File: src/rtl/pipe_hazard_ctrl.sv
// pipe_hazard_ctrl
// Hazard detection, stall/flush generation and operand-forward selection
// for an in-order pipeline of NSTAGE stages (IF=0, ID=1, EX=2, MEM=3, WB=NSTAGE-1).
//
// Optional feature macro: HAZ_FWD_EN
//   defined   : EX forwarding enabled; only a load sitting in EX stalls ID (load-use).
//   undefined : no forwarding (fwd selects tied 0); any writer in EX..NSTAGE-2 stalls ID.
//
// Ports
//   clk_i            rising-edge clock
//   reset_i          synchronous active-low reset
//   id_valid_i       ID holds a real instruction
//   id_rs1_i/rs2_i   ID source registers, id_use_rs1_i/rs2_i qualify them
//   id_rd_i          ID destination, id_reg_write_i / id_mem_read_i its attributes
//   ex_redirect_i    EX resolved a taken branch/jump (honoured only if EX is valid)
//   stall_o          hold PC and IF/ID
//   flush_o          clear IF/ID, fetch redirect target
//   valid_o          valid bits of stages 2..NSTAGE-1 (bit i-2 = stage i)
//   fwd_a_sel_o/b    EX operand source: 0 = register file, k = stage k result
//   id_byp_a_o/b     WB write data bypassed into the ID source
module pipe_hazard_ctrl #(
  parameter  int NSTAGE = 5,
  parameter  int AW     = 5,
  localparam int SW     = $clog2(NSTAGE)
) (
  input  logic              clk_i,
  input  logic              reset_i,
  input  logic              id_valid_i,
  input  logic [AW-1:0]     id_rs1_i,
  input  logic [AW-1:0]     id_rs2_i,
  input  logic              id_use_rs1_i,
  input  logic              id_use_rs2_i,
  input  logic [AW-1:0]     id_rd_i,
  input  logic              id_reg_write_i,
  input  logic              id_mem_read_i,
  input  logic              ex_redirect_i,
  output logic              stall_o,
  output logic              flush_o,
  output logic [NSTAGE-3:0] valid_o,
  output logic [SW-1:0]     fwd_a_sel_o,
  output logic [SW-1:0]     fwd_b_sel_o,
  output logic              id_byp_a_o,
  output logic              id_byp_b_o
);

  typedef struct packed {
    logic [AW-1:0] rd;
    logic          rw;
    logic          mr;
    logic [AW-1:0] rs1;
    logic [AW-1:0] rs2;
    logic          u1;
    logic          u2;
  } rec_t;

  // Stage records: valid bits are control (reset), payload is data (not reset).
  logic [NSTAGE-1:2] vld_q, vld_d;
  rec_t              rec_q [2:NSTAGE-1];
  rec_t              rec_d;

  logic              redirect;
  logic              haz;
  logic              stall_raw;
  logic [SW-1:0]     fwd_a, fwd_b;
  logic              unused_rec;

  function automatic logic src_match(input logic vld, input rec_t r,
                                     input logic used, input logic [AW-1:0] rs);
    return vld & r.rw & (r.rd != '0) & used & (rs == r.rd);
  endfunction

  assign redirect = ex_redirect_i & vld_q[2];

  // Hazard stage set depends on whether forwarding is available.
  always_comb begin
    haz = 1'b0;
`ifdef HAZ_FWD_EN
    if (rec_q[2].mr)
      haz = src_match(vld_q[2], rec_q[2], id_use_rs1_i, id_rs1_i) |
            src_match(vld_q[2], rec_q[2], id_use_rs2_i, id_rs2_i);
`else
    for (int k = 2; k <= NSTAGE-2; k++)
      haz |= src_match(vld_q[k], rec_q[k], id_use_rs1_i, id_rs1_i) |
             src_match(vld_q[k], rec_q[k], id_use_rs2_i, id_rs2_i);
`endif
  end

  // Redirect wins over stall: the stalled ID instruction is being flushed anyway.
  assign stall_raw = id_valid_i & haz & ~redirect;

  // Forward selection: scan oldest to youngest so the youngest match wins.
  // A load still in MEM has no data yet, so stage 3 is skipped for loads.
  always_comb begin
    fwd_a = '0;
    fwd_b = '0;
`ifdef HAZ_FWD_EN
    if (vld_q[2]) begin
      for (int k = NSTAGE-1; k >= 3; k--) begin
        if (!(k == 3 && rec_q[k].mr)) begin
          if (src_match(vld_q[k], rec_q[k], rec_q[2].u1, rec_q[2].rs1)) fwd_a = SW'(k);
          if (src_match(vld_q[k], rec_q[k], rec_q[2].u2, rec_q[2].rs2)) fwd_b = SW'(k);
        end
      end
    end
`endif
  end

  // Not every record field is consumed in every configuration.
  always_comb begin
    unused_rec = 1'b0;
    for (int k = 2; k <= NSTAGE-1; k++) unused_rec ^= ^rec_q[k];
  end

  // ID -> EX boundary: bubble on stall or redirect, else the ID instruction.
  always_comb begin
    rec_d = '{rd: id_rd_i, rw: id_reg_write_i, mr: id_mem_read_i,
              rs1: id_rs1_i, rs2: id_rs2_i, u1: id_use_rs1_i, u2: id_use_rs2_i};
    vld_d = vld_q;
    vld_d[2] = id_valid_i & ~stall_raw & ~redirect;
    for (int k = 3; k <= NSTAGE-1; k++) vld_d[k] = vld_q[k-1];
  end

  always_ff @(posedge clk_i) begin
    if (!reset_i) vld_q <= '0;
    else          vld_q <= vld_d;
  end

  // EX -> ... -> WB boundaries: unconditional shift, WB retires.
  always_ff @(posedge clk_i) begin
    rec_q[2] <= rec_d;
    for (int k = 3; k <= NSTAGE-1; k++) rec_q[k] <= rec_q[k-1];
  end

  // All outputs forced low while reset is asserted.
  assign stall_o     = reset_i & stall_raw;
  assign flush_o     = reset_i & redirect;
  assign valid_o     = reset_i ? vld_q : '0;
  assign fwd_a_sel_o = reset_i ? fwd_a : '0;
  assign fwd_b_sel_o = reset_i ? fwd_b : '0;
  assign id_byp_a_o  = reset_i &
                       src_match(vld_q[NSTAGE-1], rec_q[NSTAGE-1], id_use_rs1_i, id_rs1_i);
  assign id_byp_b_o  = reset_i &
                       src_match(vld_q[NSTAGE-1], rec_q[NSTAGE-1], id_use_rs2_i, id_rs2_i);

endmodule

File: config.mk
export PLATFORM = sky130hd
export DESIGN_NAME = pipe_hazard_ctrl
export DESIGN_NICKNAME = d
export VERILOG_FILES = /design/src/rtl/pipe_hazard_ctrl.sv
export SDC_FILE = /design/constraint.sdc
export NUM_CORES = 1
export LEC_CHECK = 0
export ABC_CLOCK_PERIOD_IN_PS = 1790
export BUFFER_PORTS_ARGS = -buffer_cell sky130_fd_sc_hd__buf_2
export CAP_MARGIN = 20
export CORE_UTILIZATION = 47
export CTS_CLUSTER_DIAMETER = 60
export DETAILED_ROUTE_END_ITERATION = 8
export PLACE_DENSITY = 0.77
export RECOVER_POWER = 25
export SETUP_SLACK_MARGIN = 0.4
export SYNTH_ARGS = -nofsm -noshare
export SYNTH_HDL_FRONTEND = slang
export SYNTH_SLANG_ARGS = --single-unit
File: constraint.sdc
create_clock -name clk_i -period 1.79 [get_ports clk_i]
set_input_delay 0.358 -clock clk_i [delete_from_list [all_inputs] [get_ports clk_i]]
set_output_delay 0.358 -clock clk_i [all_outputs]
set_load 0.05 [all_outputs]
# Word level (Yosys, flattened, before mapping)
# Memories as Yosys holds them, arrays and structs flattened.
# Cells that the tools add are included.
# classes
n_eq_ne	6
n_mux	1
n_bitwise	32
n_reduce_logical	3
# ops
cell	n
$eq 5x5->1	6
$and 1x1->1	27
$reduce_bool 5->1	3
$mux 3	1
$or 1x1->1	3
$not 1->1	2
# totals
reg_bits	3
mem_bits_rw	57
input_bits	23
output_inout_bits	13
word_cells	44
mem_count	1
# memory_table
memory	depth	width	rd	rd_clocked_by_memory_dff	write_ports	line_no	text
rec_q	3	19	3	0	3	58	rec_t rec_q [2:NSTAGE-1];

# Depth between registers and ports, before layout
# Gate-level depths: netlist of the first run.
# An unclocked memory read counts as a cell.
# logic_depth
depth_word	12
ltp_mapped	5

# Least setup slack after synthesis of the first run
# Ideal clock, no wire load.
# synth_path
path_type	in2out
startpoint	input reset_i
endpoint	output id_byp_a_o
arrival_time_ns	2.111
t_required_ns	1.432
slack_ns	-0.679
path_stages	3
path_buffers	0
cell_sequence	and2_1 > o211ai_1 > nor3_1
# synth_via
elab_chain_len	1
# synth_lines
item	line_no	text
start: declaration	27	input logic reset_i,
$and 1x1->1	140	assign id_byp_a_o = reset_i &
end: declaration	42	output logic id_byp_a_o,
# No other way between the ends.

==> summary by stage, run 1 <==
Die
The die is around 47 um wide. The die covers 2170 um2. The top-level port count is 36. The initial utilization of the core area, before any placement, comes to 52.3%. The standard-cell row count is 15. The vertical die dimension is 46.5 um. The placeable core area is roughly 1800 um2.

Setup path
For flop-to-flop paths, the worst setup slack is approximately 310 ps. The end of the worst register-to-register path is vld_q[2]. The critical path is of the reg -> out type. In this run the worst setup path begins at rec_q[3][14]. In this run the critical register-to-register path is launched from rec_q[3][14]. Of all nets on the critical path, the largest fanout is 2.

Data on the critical path arrives at its endpoint at between 1500 and 2000 ps. The kind of start point of the critical path is a flop. The worst setup path is captured at an output port.

For the worst setup path, the data required time is roughly 1400 ps. For the worst flop-to-flop path, the logic depth is 4.

Timing
Setup repair after global routing could not meet its margin everywhere. The setup TNS is -797 ps. The number of endpoints with negative hold slack in the final report was 0. Setup violations remaining at the end of the flow were counted as 3.

For the finished layout, the period the worst path requires is approximately 2100 ps. Timing would allow up to roughly 470 MHz. After layout, the worst setup slack is -331 ps.

The largest clock skew in the final design is about 8.7 ps. The final-report max-slew violation count came to 0. The hold slack is roughly 150 ps. The share of the cycle needed by the critical path after routing is 119%.

GRT
The wire length of the first global-routing pass is ~2.9 mm. Global routing consumed, over all layers together, between 20% and 30% of the routing resources. The largest net degree at the start of global routing is 13. The number of antenna violations at the first check in global routing is 0.

The number of global-route vias before repair is 730. After global routing the overflow that remains totals 0.

Placement
The number of placed instances, taps included, is between 150 and 200. The detailed placement HPWL is 1.60 mm. The count of input and output buffers is 28.

The congestion estimate from routability-driven global placement came to 0.786. The post-placement setup slack is -66.9 ps.

Worst hold path
In this run the worst hold path is classified as in -> reg. For hold timing, the worst endpoint is rec_q[2][18]. The startpoint of the lowest-slack hold path is id_rd_i[4]. The depth of the worst hold-timing path is 1.

Synthesis
During synthesis, Yosys emitted a total of 0 warnings. The sequential cell area fraction in the yosys report is between 40 and 50%. The synthesized design contains 21 register bits.

The mean instance size in the synthesized netlist is 10.2 um2. The summed instance area of the synthesized netlist is a little over 900 um2. Counting every instance in the synthesized netlist gives just over 90. The number of different library cells in the post-synthesis netlist is 18.

Routing
Dividing the detail-routed wire length by the instance count gives 12.9 um. The number of detailed-routing iterations run before antenna repair is 4. In the routed layout, each cell is associated on average with a via count of around 5.0. The final wirelength is 2.08 mm. After detailed routing, the number of remaining DRC violations is 0.

The number of violations reported at the end of detailed-routing iteration 0 is 14. For this block, the via count after detailed routing is about 800. The number of nets with antenna violations after detailed routing is 0.

Layout
The final cell count without fillers is approximately 160. In the final layout, the multi-input gates occupy about 530 um2. Registers take approximately 430 um2. 0 antenna diodes ended up in the layout.

The top cell types in the final layout, fill and taps aside, are sky130_fd_sc_hd__xnor2_1 (30), sky130_fd_sc_hd__buf_2 (21), sky130_fd_sc_hd__dfxtp_1 (18), sky130_fd_sc_hd__buf_4 (13), sky130_fd_sc_hd__nand2_1 (7). The ratio of cells with drive above 1 in the final layout is 41.9%. The number of filler cells placed in the layout is roughly 140. The leading cell type in the layout, fill and taps excluded is sky130_fd_sc_hd__xnor2_1. The post-layout net count is between 150 and 200. The area added between synthesis and finish is 40.4%.

CTS
The number of hold buffers added after CTS is 0. Counting the buffers created by CTS gives 3. The number of clock sinks is 21. The root buffer cell chosen for the clock tree is sky130_fd_sc_hd__clkbuf_4. The clock-pin slew on the worst setup and hold paths is between 100 and 150 ps. The number of H-tree levels is 1. The clock latency reported for the late side of the worst-skew pair is 300 ps. TritonCTS built the clock tree. The number of buffers on the longest clock path is 2.

Outcome
The checks that failed: negative setup slack. The run finished, with violations left.

Pwr
IR analysis of the VDD net gives a maximum drop of 615 uV. The power density over cell area is ~710 nW/um2. The leakage power summed over all cells is 0.554 nW.

Job
Max-cap violations in this run came to 0.
flip-flops by register name, indices dropped and copies added (netlist names):
name and cells:
rec_q 18, vld_q 3
Yosys cell counts:
cell type	instances	area, um2
sky130_fd_sc_hd__o211ai_1	1	7.51
sky130_fd_sc_hd__and3_1	1	6.26
sky130_fd_sc_hd__nor3_1	2	10.0
sky130_fd_sc_hd__dfxtp_1	21	420
sky130_fd_sc_hd__nor2_1	1	3.75
sky130_fd_sc_hd__conb_1	1	3.75
sky130_fd_sc_hd__o22ai_1	2	12.5
sky130_fd_sc_hd__and2_1	5	31.3
sky130_fd_sc_hd__nand3_1	1	5.00
sky130_fd_sc_hd__or3_1	2	12.5
sky130_fd_sc_hd__a22oi_2	1	12.5
sky130_fd_sc_hd__nand4_1	6	37.5
sky130_fd_sc_hd__or4_1	1	7.51
sky130_fd_sc_hd__buf_4	6	45.0
sky130_fd_sc_hd__nand2_1	7	26.3
sky130_fd_sc_hd__o311a_1	2	20.0
sky130_fd_sc_hd__xnor2_1	30	263
sky130_fd_sc_hd__and2b_1	1	7.51
cell type report:
cell class,count,share of cell area [%]
multi-input cells,69,40.5
clock buffers,3,1.72
well taps,25,2.39
flip-flops and latches,21,32.6
repair buffers,42,22.4
clock inverters,1,0.382
report_power, final:
group          switching, mW  internal, mW
Sequential            0.0195         0.492
Combinational          0.108        0.0976
Clock                  0.134        0.0831
Total                  0.262         0.673
logic make-up (layout without fill, tap and decap cells):
logic type / after synthesis / count (layout) / synth area share (%)
buffers and inverters: 6 / 46 / 4.83
AO/OA/AOI/OAI: 6 / 6 / 5.64
other: 1 / 6 / 0.402
AND/OR/NAND/NOR: 27 / 27 / 15.8
flip-flops: 21 / 21 / 45.1
XOR/XNOR: 30 / 30 / 28.2
how the worst max path moves through the flow:
stage / end / slack, ps
2_1_floorplan: id_byp_a_o / 90
3_3_place_gp: stall_o / -30
3_5_place_dp: stall_o / -70
4_1_cts: stall_o / -330
5_1_grt: stall_o / -390
6_report: stall_o / -330
through the flow:
stage,power (mW),cell area [um2],util [%]
after detailed placement,0.715,1200,67.4
after global placement,0.707,1200,67.4
after global routing,0.977,1310,73.4
after CTS,0.931,1260,70.9
after floorplan,0.649,985,-
final,0.934,1310,73.4
layer usage:
metal | share of wire, % | track usage (%) | vias to the layer above
met5 | 0 | 0 | -
met4 | 1.5 | 11.2 | 0
met3 | 4.6 | 4.71 | 4
met2 | 55 | 36.1 | 35
met1 | 39 | 21.6 | 373
li1 | - | - | 389
worst max-delay path, stage by stage, from the launching register on:
cell                      delay, ps
sky130_fd_sc_hd__dfxtp_2        340
sky130_fd_sc_hd__or3_4          380
sky130_fd_sc_hd__o311a_1        310
sky130_fd_sc_hd__a22oi_2        250
sky130_fd_sc_hd__nor2_4          40
sky130_fd_sc_hd__buf_6          150
repair_timing:
| item | CTS | global route |
|---|---|---|
| pin swaps | 3 | 1 |
| endpoints found under the setup margin | 7 | 8 |
| cloned | 0 | 0 |
| setup buffers | 1 | 1 |
| gates resized for setup | 10 | 11 |
Note: power is estimated with default switching activity, not from simulation.
==> inputs of run 2 (changes only) <==
--- a/config.mk
+++ b/config.mk
@@ -5,13 +5,13 @@
 export SDC_FILE = /design/constraint.sdc
 export NUM_CORES = 1
 export LEC_CHECK = 0
-export ABC_CLOCK_PERIOD_IN_PS = 1790
+export ABC_CLOCK_PERIOD_IN_PS = 2700
 export BUFFER_PORTS_ARGS = -buffer_cell sky130_fd_sc_hd__buf_2
 export CAP_MARGIN = 20
-export CORE_UTILIZATION = 47
+export CORE_UTILIZATION = 50
 export CTS_CLUSTER_DIAMETER = 60
 export DETAILED_ROUTE_END_ITERATION = 8
-export PLACE_DENSITY = 0.77
+export PLACE_DENSITY = 0.82
 export RECOVER_POWER = 25
 export SETUP_SLACK_MARGIN = 0.4
 export SYNTH_ARGS = -nofsm -noshare
==> constraint.sdc (replaced) <==
create_clock -name clk_i -period 2.7 [get_ports clk_i]
set_input_delay 0.54 -clock clk_i [delete_from_list [all_inputs] [get_ports clk_i]]
set_output_delay 0.54 -clock clk_i [all_outputs]
set_load 0.05 [all_outputs]
==> run 2 against run 1 <==
- sequential power fell by 33%
- critical path type unchanged
- register-to-register slack better by 960 ps
- clock skew down 3.1 ps
- first-iteration DRC count down 71%
- cell count shrank 6.2%
- total power shrank 36%
- the run now ends clean
- core utilization shrank 5.5 points
- largest cell class unchanged
==> summary by stage, run 2 (same netlist as run 1, synthesis figures left out) <==
Outcome
Status: completed (was finished, violations left).

Layout
The ratio of cells with drive above 1 in the final layout is 34.9% (was 41.9%). The flip-flop count of the largest register, all copies and words added was 18 (unchanged). The number of antenna diodes is 0 (unchanged). The number of filler cells placed in the layout is 137 (unchanged).

The leading cell type in the layout, fill and taps excluded is sky130_fd_sc_hd__xnor2_1 (unchanged). The area added between synthesis and finish is 27.1% (was 40.4%). Largest registers in the final layout: rec_q: 18 flops, vld_q: 3 flops (unchanged). Commonest cells after routing, fill and taps aside: sky130_fd_sc_hd__xnor2_1 (30), sky130_fd_sc_hd__buf_2 (25), sky130_fd_sc_hd__dfxtp_1 (16), sky130_fd_sc_hd__nand2_1 (7) (was sky130_fd_sc_hd__xnor2_1 (30), sky130_fd_sc_hd__buf_2 (21), sky130_fd_sc_hd__dfxtp_1 (18), sky130_fd_sc_hd__buf_4 (13), sky130_fd_sc_hd__nand2_1 (7)). The post-layout net count came to 150 (was 160). The post-layout instance area is 1180 um2 (was 1310 um2). The register ranked first by flip-flop count is rec_q (unchanged).

Timing
The largest clock skew in the final design is 5.63 ps (was 8.69 ps). The number of endpoints with negative hold slack in the final report is 0 (unchanged). The setup TNS is 0 ps (was -797 ps). The final-report max-slew violation count is 0 (unchanged). The share of the cycle needed by the critical path after routing is 85.2%. The setup-violating endpoint count in the final report was 0 (was 3). The clock period minus worst slack is approximately 2300 ps. Derived from the worst setup path, the maximum achievable clock frequency is 435 MHz. RSZ-0062 raised after global routing: true (unchanged).

CTS
The number of clock sinks is 21 (unchanged). The number of H-tree levels is 1 (unchanged). The clock latency reported for the late side of the worst-skew pair is 290 ps (was 300 ps). The clock tree from TritonCTS is yes (unchanged). The number of buffers inserted during clock tree synthesis is 3 (unchanged).

The root cell of the clock tree is sky130_fd_sc_hd__clkbuf_4 (unchanged). The number of buffers on the longest clock path is 2 (unchanged). The clock-pin slew on the worst setup and hold paths is 110 ps (about the same).

The number of hold buffers added after CTS is 0 (unchanged).

Setup path
The highest-delay cell along the critical path is sky130_fd_sc_hd__or3_1 (was sky130_fd_sc_hd__or3_4). The kind of start point of the critical path is a flop (unchanged). The maximum fanout along the worst path is 4 (was 2). The worst endpoint required time is 2160 ps (was 1430 ps). The highest cell delay on the worst timing path is 410 ps (was 380 ps).

The type of element capturing the critical path is an output port (unchanged). The sum of buffers and inverters on the critical path is 1 (unchanged). The family with the most delay on the worst path was compound AO/OA/AOI/OAI gates (unchanged). CP cell instances: or3_1, o311a_1, a22oi_2, nor2_1, buf_6 (was or3_4, o311a_1, a22oi_2, nor2_4, buf_6). The type of the worst setup path is reg -> out (unchanged). The worst path arrival time is 1760 ps (about the same).

Routing
The number of detailed-routing iterations run before antenna repair was 3 (was 4). The average wire per cell in the routed design was 11.6 um (was 12.9 um). The final wirelength is 1.76 mm (was 2.08 mm). The total DRC errors in the routed layout was 0 (unchanged). The total vias in the final route is 702 (was 801). The number of nets with antenna violations after detailed routing came to 0 (unchanged). The number of vias per cell after detailed routing is 4.65 (was 4.98). The number of violations reported at the end of detailed-routing iteration 0 is 4 (was 14).

Pwr
The power density over cell area is 505 nW/um2 (was 714 nW/um2). The leakage power summed over all cells is 0.498 nW (was 0.554 nW). The clock group share of total power is 23.7% (was 23.2%). The internal power consumption is 0.433 mW (was 0.673 mW).

The switching share of power is 27.7% (was 28.0%). The maximum vdd drop is 427 uV (was 615 uV). The combinational cell fraction of total power is 19.1% (was 22.1%). The relative contribution of sequential cells to total power is 57.2% (was 54.7%). The net load switching power came to 0.165 mW (was 0.262 mW).

Die
The die boundary width was 45.2 um (was 46.5 um). The top-level port count is 36 (unchanged). The standard-cell row count was 15 (unchanged). The initial cell density of the core came to 53.4% (was 52.3%).

The vertical die dimension is 45.2 um (was 46.5 um). The total die area is 2040 um2 (was 2170 um2). The placeable core area is 1750 um2 (was 1780 um2).

GRT
The largest net degree at the start of global routing is 13 (unchanged). The number of antenna violations at the first check in global routing came to 0 (unchanged). The aggregate global-route resource usage came to 18.7% (was 20.3%).

The number of global-route vias before repair is 647 (was 730). The wire length of the first global-routing pass is 2.68 mm (was 2.94 mm). The total global routing overflow is 0 (unchanged).

Placement
The detailed placement HPWL is 1.43 mm (was 1.60 mm). The post-detailed-placement cell area is 1100 um2 (was 1200 um2). The routability congestion estimate is 0.834 (was 0.786). The count of input and output buffers is 28 (unchanged).

Job
The max capacitance violation total is 0 (unchanged).

Worst hold path
The classification of the worst-slack hold path is in -> reg (unchanged).
## run 2: final timing paths
check	startpoint	to	slack, ps	cells past startpoint
setup / recovery	rec_q[2][14]	stall_o	400	5
hold / removal	id_rd_i[3]	rec_q[2][17]	340	1
setup reg to reg	rec_q[2][14]	vld_q[2]	1270	4
hold reg to reg	rec_q[3][13]	rec_q[4][13]	360	0
## run 2: final cells by class
cell class                 instances  area [um2]  share of cell area [%]
clock inverter                     1        5.00                   0.422
tap                               25        31.3                    2.64
sequential                        21         429                    36.2
clock buffer                       3        22.5                    1.90
multi-input combinational         69         508                    42.9
timing repair buffer              32         189                    15.9
## run 2: through the flow
stage / total power [mW] / util, % / cells / hold slack [ps] / setup WS (ps)
after detailed placement: 0.459 / 63.0 / 143 / 339 / 537
after CTS: 0.602 / 65.2 / 148 / 325 / 339
after global placement: 0.456 / 63.0 / 143 / 337 / 525
final: 0.598 / 67.9 / 151 / 337 / 399
after global routing: 0.632 / 67.9 / 151 / 307 / 345
after floorplan: 0.430 / - / 96 / 331 / 418
## run 2: worst reg2reg max path, delay by kind of cell (launching register included)
family,cells,cell delay (ps)
AO/OA/AOI/OAI,2,490
flip-flops,1,350
AND/OR/NAND/NOR,2,550
## run 2: metal layers
| metal | track usage [%] | vias up | part of all wire [%] |
|---|---|---|---|
| li1 | - | 368 | - |
| met1 | 23.4 | 307 | 44 |
| met2 | 31.3 | 23 | 50 |
| met3 | 1.20 | 4 | 3.4 |
| met4 | 11.5 | 0 | 2.2 |
| met5 | 0 | - | 0 |
## run 2: power groups by stage
stage	clock network, mW	logic [mW]	registers, mW
floorplan	0	0.0834	0.346
global placement	0	0.107	0.349
detailed placement	0	0.109	0.350
CTS	0.150	0.110	0.343
global route	0.165	0.123	0.345
finish	0.142	0.114	0.342
## run 2: repair_timing
item | in CTS | in global routing
resized for setup | 1 | 13
endpoints found under the hold margin | 0 | 0
setup endpoints to repair | 3 | 3
pin swaps | 1 | 3
buffers inserted | 1 | 3
==> inputs of run 3 (changes only) <==
--- a/config.mk
+++ b/config.mk
@@ -6,12 +6,12 @@
 export NUM_CORES = 1
 export LEC_CHECK = 0
 export ABC_CLOCK_PERIOD_IN_PS = 2700
-export BUFFER_PORTS_ARGS = -buffer_cell sky130_fd_sc_hd__buf_2
 export CAP_MARGIN = 20
-export CORE_UTILIZATION = 50
+export CORE_UTILIZATION = 59
 export CTS_CLUSTER_DIAMETER = 60
 export DETAILED_ROUTE_END_ITERATION = 8
-export PLACE_DENSITY = 0.82
+export DONT_BUFFER_PORTS = 1
+export PLACE_DENSITY = 0.75
 export RECOVER_POWER = 25
 export SETUP_SLACK_MARGIN = 0.4
 export SYNTH_ARGS = -nofsm -noshare
==> run 3 against run 2 <==
- flip-flop and latch count stayed put
- fmax is 1.2% higher
- first-iteration DRC count grew to 4.8 times the previous value
- total power is 4.0% lower
- clock skew is 2.5 ps higher
- sequential share of layout area is 4.4 points higher
- cell count is 23% lower
- critical endpoint unchanged
- largest cell class unchanged
==> summary by stage, run 3 (same netlist as run 1, synthesis figures left out) <==
CTS
The number of buffers inserted during clock tree synthesis is 3 (unchanged). The number of buffers on the longest clock path came to 2 (unchanged). The clock latency reported for the late side of the worst-skew pair is 300 ps (was 290 ps). The root cell of the clock tree is sky130_fd_sc_hd__clkbuf_4 (unchanged). The clock tree from TritonCTS is yes (unchanged). The number of H-tree levels was 1 (unchanged). The number of hold buffers added after CTS is 0 (unchanged). The number of clock sinks is 21 (unchanged). The clock-pin slew on the worst setup and hold paths is 110 ps (about the same).

Worst hold path
The classification of the worst-slack hold path is in -> reg (unchanged). The depth of the worst hold-timing path came to 0 (was 1). The endpoint of the worst hold path is rec_q[2][15] (was rec_q[2][17]). The startpoint of the lowest-slack hold path is id_rd_i[1] (was id_rd_i[3]).

Layout
The ratio of cells with drive above 1 in the final layout is 19.6% (was 34.9%). The post-layout net count came to 126 (was 150). The end-of-flow core utilization is 76.1% (was 67.9%). The final cell count without fillers is 117 (was 151). The flip-flop count of the largest register, all copies and words added came to 18 (unchanged). The area added between synthesis and finish came to 12.9% (was 27.1%). Commonest cells after routing, fill and taps aside: sky130_fd_sc_hd__xnor2_1 (30), sky130_fd_sc_hd__dfxtp_1 (15), sky130_fd_sc_hd__nand2_1 (7) (was sky130_fd_sc_hd__xnor2_1 (30), sky130_fd_sc_hd__buf_2 (25), sky130_fd_sc_hd__dfxtp_1 (16), sky130_fd_sc_hd__nand2_1 (7)).

The register ranked first by flip-flop count is rec_q (unchanged). The post-layout instance area is 1050 um2 (was 1180 um2). The number of antenna diodes came to 0 (unchanged). Largest registers in the final layout: rec_q: 18 flops, vld_q: 3 flops (unchanged). The leading cell type in the layout, fill and taps excluded is sky130_fd_sc_hd__xnor2_1 (unchanged).

Setup path
CP cell instances: or3_1, o311a_1, a22oi_2, nor2_1, buf_6 (unchanged). The type of the worst setup path was reg -> out (unchanged). The number of cells traversed by the worst register-to-register path was 4 (unchanged). The type of element capturing the critical path is an output port (unchanged). The highest-delay cell along the critical path is sky130_fd_sc_hd__or3_1 (unchanged). The worst endpoint required time was 2160 ps (about the same). The worst path arrival time was 1730 ps (was 1760 ps). The kind of start point of the critical path was a flop (unchanged). The setup slack on the worst flop-to-flop path came to 1290 ps (was 1270 ps). The maximum fanout along the worst path is 2 (was 4). The highest cell delay on the worst timing path came to 380 ps (was 410 ps). The end of the worst register-to-register path is vld_q[2] (unchanged). The startpoint of the most critical register-to-register path is rec_q[3][14] (was rec_q[2][14]).

GRT
The wire length of the first global-routing pass was 2.71 mm (was 2.68 mm). The largest net degree at the start of global routing came to 12 (was 13). The aggregate global-route resource usage came to 21.0% (was 18.7%).

The total global routing overflow is 0 (unchanged). The number of global-route vias before repair was 644 (was 647). The number of antenna violations at the first check in global routing is 0 (unchanged).

Placement
The count of input and output buffers is 0 (was 28). The post-detailed-placement cell area is 977 um2 (was 1100 um2). The routability congestion estimate is 0.786 (was 0.834).

The number of instances in the placed design came to 109 (was 143). The post-placement setup slack was 646 ps (was 537 ps).

Timing
The highest achievable clock rate is 440 MHz (was 435 MHz). RSZ-0062 raised after global routing: true (unchanged). The setup TNS is 0 ps (unchanged). The final-report max-slew violation count is 0 (unchanged). The worst setup margin came to 425 ps (was 399 ps). The setup-violating endpoint count in the final report came to 0 (unchanged). The clock period minus worst slack is 2270 ps (was 2300 ps). The largest clock skew in the final design is 8.11 ps (was 5.63 ps). The share of the cycle needed by the critical path after routing is 84.3% (was 85.2%). The number of endpoints with negative hold slack in the final report came to 0 (unchanged).

Outcome
Status: completed (unchanged).

Routing
The total DRC errors in the routed layout is 0 (unchanged). The average wire per cell in the routed design is 14.3 um (was 11.6 um). The total vias in the final route came to 651 (was 702). The number of violations reported at the end of detailed-routing iteration 0 is 19 (was 4).

The number of vias per cell after detailed routing is 5.56 (was 4.65). The number of nets with antenna violations after detailed routing is 0 (unchanged). The number of detailed-routing iterations run before antenna repair was 4 (was 3). The final wirelength is 1.67 mm (was 1.76 mm).

Die
The initial cell density of the core is 67.4% (was 53.4%). The die boundary width is 41.8 um (was 45.2 um). The placeable core area is 1380 um2 (was 1750 um2). The standard-cell row count is 13 (was 15). The top-level port count is 36 (unchanged). The vertical die dimension is 41.8 um (was 45.2 um). The total die area is 1740 um2 (was 2040 um2).

Pwr
The power density over cell area is 546 nW/um2 (was 505 nW/um2). The maximum vdd drop is 424 uV (was 427 uV). The leakage power summed over all cells is 0.397 nW (was 0.498 nW).

Job
The max capacitance violation total is 0 (unchanged).
[run 3: cell types whose count changed in the layout (fill, tap and decap cells not counted), sizes merged]
cell	delta
buf	-24
clkbuf	+1
clkinv	-1
[run 3: where the power goes]
| part | leakage (nW) | internal (mW) | switching [mW] |
|---|---|---|---|
| Sequential | 0.177 | 0.327 | 0.0155 |
| Clock | 0.0150 | 0.0575 | 0.0866 |
| Combinational | 0.205 | 0.0407 | 0.0469 |
[run 3: how the worst max path moves through the flow]
stage,startpoint,end
final,rec_q[3][14],stall_o
after CTS,rec_q[2][14],stall_o
after global placement,rec_q[4][15],id_byp_b_o
after detailed placement,rec_q[4][15],id_byp_a_o
after global routing,rec_q[3][14],stall_o
after floorplan,reset_i,id_byp_a_o
[run 3: metrics by stage]
step                hold WS (ps)  power [mW]
floorplan                    331       0.430
finish                       257       0.574
CTS                          251       0.577
global route                 239       0.605
detailed placement           341       0.433
global placement             339       0.431
[run 3: repair_timing]
item | in CTS | in global routing
pin swaps | 2 | 3
endpoints found under the hold margin | 0 | 0
setup endpoints to repair | 3 | 3
setup buffers | 2 | 2
gates resized for setup | 4 | 5
[run 3: worst max-delay path: cells and delay by family (launching register included)]
kind / cells / cell delay [ps]
flops: 1 / 340
simple gates: 2 / 450
buf+inv: 1 / 150
compound gates: 2 / 490
[run 3: final cells by class]
cell class | count | area (um2)
multi-input cells | 69 | 508
repair buffers | 8 | 71.3
fillers | 99 | 330
flip-flops and latches | 21 | 428
clock buffers | 4 | 26.3
well taps | 15 | 18.8
[run 3: routing by layer]
metal,vias up,track usage (%),share of wire [%]
li1,319,-,-
met1,301,25.1,42
met2,29,35.3,51
met3,2,6.09,6.5
met4,0,7.74,0.72
met5,-,0,0
